===== config.mk =====
export PLATFORM = sky130hd
export DESIGN_NAME = serial_adder_ctrl
export DESIGN_NICKNAME = d
export VERILOG_FILES = /design/src/rtl/serial_adder_ctrl.sv
export SDC_FILE = /design/constraint.sdc
export NUM_CORES = 1
export LEC_CHECK = 0
export CORE_MARGIN = 2
export CORE_UTILIZATION = 45
export CTS_CLUSTER_SIZE = 12
export DETAILED_ROUTE_END_ITERATION = 12
export GPL_ROUTABILITY_DRIVEN = 1
export PLACE_DENSITY = 0.73
export SLEW_MARGIN = 20
export SYNTH_ARGS = -nofsm -noshare
export SYNTH_HDL_FRONTEND = slang
export SYNTH_SLANG_ARGS = --single-unit

===== constraint.sdc =====
create_clock -name clk_i -period 2.54 [get_ports clk_i]
set_input_delay 0.381 -clock clk_i [delete_from_list [all_inputs] [get_ports clk_i]]
set_output_delay 0.381 -clock clk_i [all_outputs]
set_load 0.005 [all_outputs]

===== src/rtl/serial_adder_ctrl.sv =====
// rtl/serial_adder_ctrl.sv - bit-serial adder controller sharing one full-adder cell
//
// Purpose:
//   Adds two WIDTH-bit operands one bit per clock, LSB first, through a single
//   1-bit full adder (two half adders plus an OR). The operands live in
//   right-shifting registers and the running carry lives in one flop. Results
//   are returned with a start/done/ack handshake.
//
// Optional feature macro: SERIAL_ADDER_SUB_EN
//   When defined, adds port sub_i. Subtraction loads ~b_i and forces carry-in
//   to 1, giving a_i - b_i. In that case c_o=1 means no borrow.
//
// Ports:
//   clk_i     in   clock, rising edge
//   rst_n_i   in   asynchronous active-low reset
//   start_i   in   request, accepted only while ready_o=1
//   a_i       in   operand A [WIDTH], sampled on accepted start
//   b_i       in   operand B [WIDTH], sampled on accepted start
//   c_i       in   carry-in, sampled on accepted start
//   sub_i     in   subtract select (only with SERIAL_ADDER_SUB_EN)
//   ack_i     in   result acknowledge, honoured only in DONE
//   ready_o   out  high in IDLE
//   busy_o    out  high in SHIFT
//   done_o    out  high in DONE, result valid
//   s_o       out  sum [WIDTH]
//   c_o       out  carry-out
module serial_adder_ctrl #(
  parameter int WIDTH = 8
) (
  input  logic             clk_i,
  input  logic             rst_n_i,
  input  logic             start_i,
  input  logic [WIDTH-1:0] a_i,
  input  logic [WIDTH-1:0] b_i,
  input  logic             c_i,
`ifdef SERIAL_ADDER_SUB_EN
  input  logic             sub_i,
`endif
  input  logic             ack_i,
  output logic             ready_o,
  output logic             busy_o,
  output logic             done_o,
  output logic [WIDTH-1:0] s_o,
  output logic             c_o
);

  localparam logic [1:0] IDLE  = 2'b00;
  localparam logic [1:0] SHIFT = 2'b01;
  localparam logic [1:0] DONE  = 2'b10;

  // Counter must hold WIDTH-1; keep at least one bit so WIDTH=1 stays legal.
  localparam int              CW   = (WIDTH > 1) ? $clog2(WIDTH) : 1;
  localparam logic [CW-1:0]   LAST = CW'(WIDTH - 1);

  logic [1:0]       state_q;
  logic [WIDTH-1:0] a_q;
  logic [WIDTH-1:0] b_q;
  logic [WIDTH-1:0] sum_q;
  logic             carry_q;
  logic [CW-1:0]    cnt_q;

  // Operand B and carry-in as they will be loaded on an accepted start.
  logic [WIDTH-1:0] b_load;
  logic             c_load;

`ifdef SERIAL_ADDER_SUB_EN
  assign b_load = sub_i ? ~b_i : b_i;
  assign c_load = sub_i ? 1'b1 : c_i;
`else
  assign b_load = b_i;
  assign c_load = c_i;
`endif

  // Shared full-adder cell built from two half adders and an OR.
  logic ha1_s, ha1_c, ha2_c;
  logic sum_bit, carry_nxt;

  assign ha1_s     = a_q[0] ^ b_q[0];
  assign ha1_c     = a_q[0] & b_q[0];
  assign sum_bit   = ha1_s ^ carry_q;
  assign ha2_c     = ha1_s & carry_q;
  assign carry_nxt = ha1_c | ha2_c;

  // New sum bit enters at the MSB while the register shifts right; the
  // concatenation form stays valid for WIDTH=1.
  logic [WIDTH:0] sum_cat;
  assign sum_cat = {sum_bit, sum_q};

  always_ff @(posedge clk_i or negedge rst_n_i) begin
    if (!rst_n_i) begin
      state_q <= IDLE;
      a_q     <= '0;
      b_q     <= '0;
      sum_q   <= '0;
      carry_q <= 1'b0;
      cnt_q   <= '0;
    end else begin
      case (state_q)
        IDLE: begin
          if (start_i) begin
            a_q     <= a_i;
            b_q     <= b_load;
            carry_q <= c_load;
            sum_q   <= '0;
            cnt_q   <= '0;
            state_q <= SHIFT;
          end
        end
        SHIFT: begin
          a_q     <= a_q >> 1;
          b_q     <= b_q >> 1;
          carry_q <= carry_nxt;
          sum_q   <= sum_cat[WIDTH:1];
          cnt_q   <= cnt_q + CW'(1);
          if (cnt_q == LAST) begin
            state_q <= DONE;
          end
        end
        DONE: begin
          if (ack_i) begin
            state_q <= IDLE;
          end
        end
        default: begin
          state_q <= IDLE;
        end
      endcase
    end
  end

  assign ready_o = (state_q == IDLE);
  assign busy_o  = (state_q == SHIFT);
  assign done_o  = (state_q == DONE);
  assign s_o     = sum_q;
  assign c_o     = carry_q;

endmodule


==> flow_metrics.env <==
export IMPL_num_rows=20
export IMPL_hold_violations=0
export IMPL_via_per_inst=5.86
export IMPL_drv_cap=0
export IMPL_crit_cells=3
export IMPL_synth_edf_count=0
export IMPL_worst_path_max_delay_cell="dfrtp_1"
export IMPL_io_buffers=32
export IMPL_max_stage_delay_ns=0.59
export IMPL_clkTransAtPathRegs_ns=0.09
export IMPL_path_cells="nand2b_4, inv_4, clkdlybuf4s50_1"
export IMPL_postRouteWirelength_um=2910
export IMPL_post_cts_resized=0
export IMPL_setup_violations=0
export IMPL_crit_path_end="busy_o"
export IMPL_nets=180
export IMPL_ys_flop_type="dfrtp_1"
export IMPL_worstReg2RegStart="state_q[0]"
export IMPL_clkSinkCount=30
export IMPL_synth_async_sr_flop_share_pct=100
export IMPL_initial_core_util_pct=46.3
export IMPL_synthTopCellsByArea="dfrtp_1 (54%), o22ai_1 (13%), a22o_1 (5.7%)"
export IMPL_fmax_mhz=454
export IMPL_route_met2_wl_um=1420
export IMPL_crit_family="buffers and inverters"
export IMPL_antenna_found_initial=0
export IMPL_relSlewSlack_pct=52.1
export IMPL_die_h_um=59.6
export IMPL_wl_met1_um=1300
export IMPL_post_cts_buffers=0
export IMPL_vias=1108
export IMPL_syn_nets=150
export IMPL_coreArea_um2=3000
export IMPL_period_share_pct=86.7
export IMPL_cp_required_ns=2.16
export IMPL_grtUsageTotal_pct=17.8
export IMPL_worst_slew_pin_slew_ns=0.717
export IMPL_routabilityCongestion=0.774
export IMPL_drc=0
export IMPL_ys_seq_area_share_pct=54.0
export IMPL_startpoint="state_q[0]"
export IMPL_synth_most_common_cell="dfrtp_1"
export IMPL_wl_met3_um=173
export IMPL_period_needed_ns=2.20
export IMPL_htreeDepth=2
export IMPL_clock_latency_ns=0.32
export IMPL_rr_endpoint="s_o[4]"
export IMPL_cp_max_fo=17
export IMPL_wl_per_cell_um=15.4
export IMPL_diodes=0
export IMPL_cts_root_buf="clkbuf_4"
export IMPL_pin_count=33
export IMPL_synth_top_area_share_pct=54.0
export IMPL_synth_cell_types=24
export IMPL_fin_worst_skew_ns=0.0123
export IMPL_end_kind="output port"
export IMPL_critPathBufInv=2
export IMPL_drive_gt1_share_pct=8.33
export IMPL_slew_viol_final=0
export IMPL_grt_ovfl_total=0
export IMPL_drt_iter0_drc=35
export IMPL_hold_buffers=0
export IMPL_peakVddDrop_v=0.000565
export IMPL_hp_class="in2async"
export IMPL_ys_ff_latch=30
export IMPL_fin_cells=189
export IMPL_netlist_instances=126
export IMPL_power_total_mw=2.08
export IMPL_yosysWarnings=0
export IMPL_start_kind="flip-flop"
export IMPL_cts_buffers=5
export IMPL_grt_pass1_wl_um=4650
export IMPL_grt_pass1_vias=1019
export IMPL_finalSetupTns_ns=0
export IMPL_first_pass_iters=4
export IMPL_dr_max_layer_used="met4"
export IMPL_critPathKind="reg2out"
export IMPL_die_width_um=59.6
export IMPL_tritoncts="yes"
export IMPL_fp_dieArea_um2=3550
export IMPL_clock_path_buffers=2
export IMPL_area_growth_pct=26.3
export IMPL_synth_common_cells="dfrtp_1 (30), o22ai_1 (28), a21oi_1 (15), a22o_1 (9)"
export IMPL_grt_max_degree=31
export IMPL_leakagePower_nw=0.737
export IMPL_place_hpwl_um=2000
export IMPL_synth_top_area_cell="dfrtp_1"
export IMPL_r2r_slack_ns=1.07
export IMPL_cp_arrival_ns=1.82
export IMPL_status="finished clean"
export IMPL_syn_area_um2=1390
export IMPL_avgSynthCellArea_um2=11.0
export IMPL_ant_nets=0
export IMPL_dp_cells=182
export IMPL_r2r_cells=2
export IMPL_powerDensity_nw_per_um2=1180
export IMPL_rsz0062_at_grt="no"
-- kinds of logic (layout without fill, tap and decap cells) --
group / after synthesis / in the layout / synth area share, %
buffers and inverters: 17 / 47 / 8.36
AOI/OAI and AO/OA: 62 / 62 / 28.6
adders and majority gates: 3 / 3 / 3.24
DFF: 30 / 30 / 54.0
and+or+nand+nor: 14 / 14 / 5.85
-- registers in the layout, indices dropped and copies added, names as in the netlist --
name,cells
a_q,8
c_o,1
b_q,8
cnt_q,3
s_o,8
state_q,2
-- where the power goes --
part           internal [mW]  leakage [nW]  total [mW]  switching (mW)
Combinational          0.432         0.330       0.814           0.382
Sequential             0.696         0.362       0.885           0.190
Clock                  0.229        0.0443       0.382           0.153
-- through the flow --
stage	setup slack [ns]	hold WS, ns	cell area, um^2	utilization (%)
final	0.338	0.439	1760	58.5
after floorplan	1.26	0.0854	1390	-
after global routing	0.175	0.455	1760	58.5
after detailed placement	0.638	0.486	1680	55.8
after global placement	0.695	0.472	1680	55.8
after CTS	0.325	0.450	1760	58.5
-- how the worst min path moves through the flow --
stage	startpoint	to	slack (ns)	depth (start not counted)
final	rst_n_i	state_q[1]	0.44	2
after global routing	rst_n_i	cnt_q[2]	0.46	2
after CTS	rst_n_i	cnt_q[2]	0.45	2
after detailed placement	cnt_q[0]	cnt_q[0]	0.49	1
after global placement	cnt_q[0]	cnt_q[0]	0.47	1
after floorplan	rst_n_i	a_q[0]	0.09	0
-- final cells by class --
cell class              instances  area [um^2]
fillers                       274         1240
flip-flops and latches         30          751
multi-input cells              79          524
repair buffers                 34          335
clock buffers                   6         51.3
well taps                      33         41.3
clock inverters                 1         30.0
inverters                       6         25.0
-- cell usage in the layout, fill, tap and decap left out, types with 2 or more instances in the layout --
master / n
nand2b_4: 2
dfrtp_1: 30
o22ai_1: 28
o21ai_1: 2
ha_1: 2
nand2_1: 5
clkbuf_4: 5
a22o_1: 9
a21oi_1: 15
clkdlybuf4s50_1: 32
o21ai_0: 4
inv_1: 5
buf_4: 2
nor2_1: 4
-- layer usage --
metal | track usage, % | vias to the layer above
li1 | - | 528
met1 | 23.5 | 530
met2 | 28.6 | 45
met3 | 4.59 | 5
met4 | 5.71 | 0
met5 | 0 | -
(Power assumes the default switching activity.)
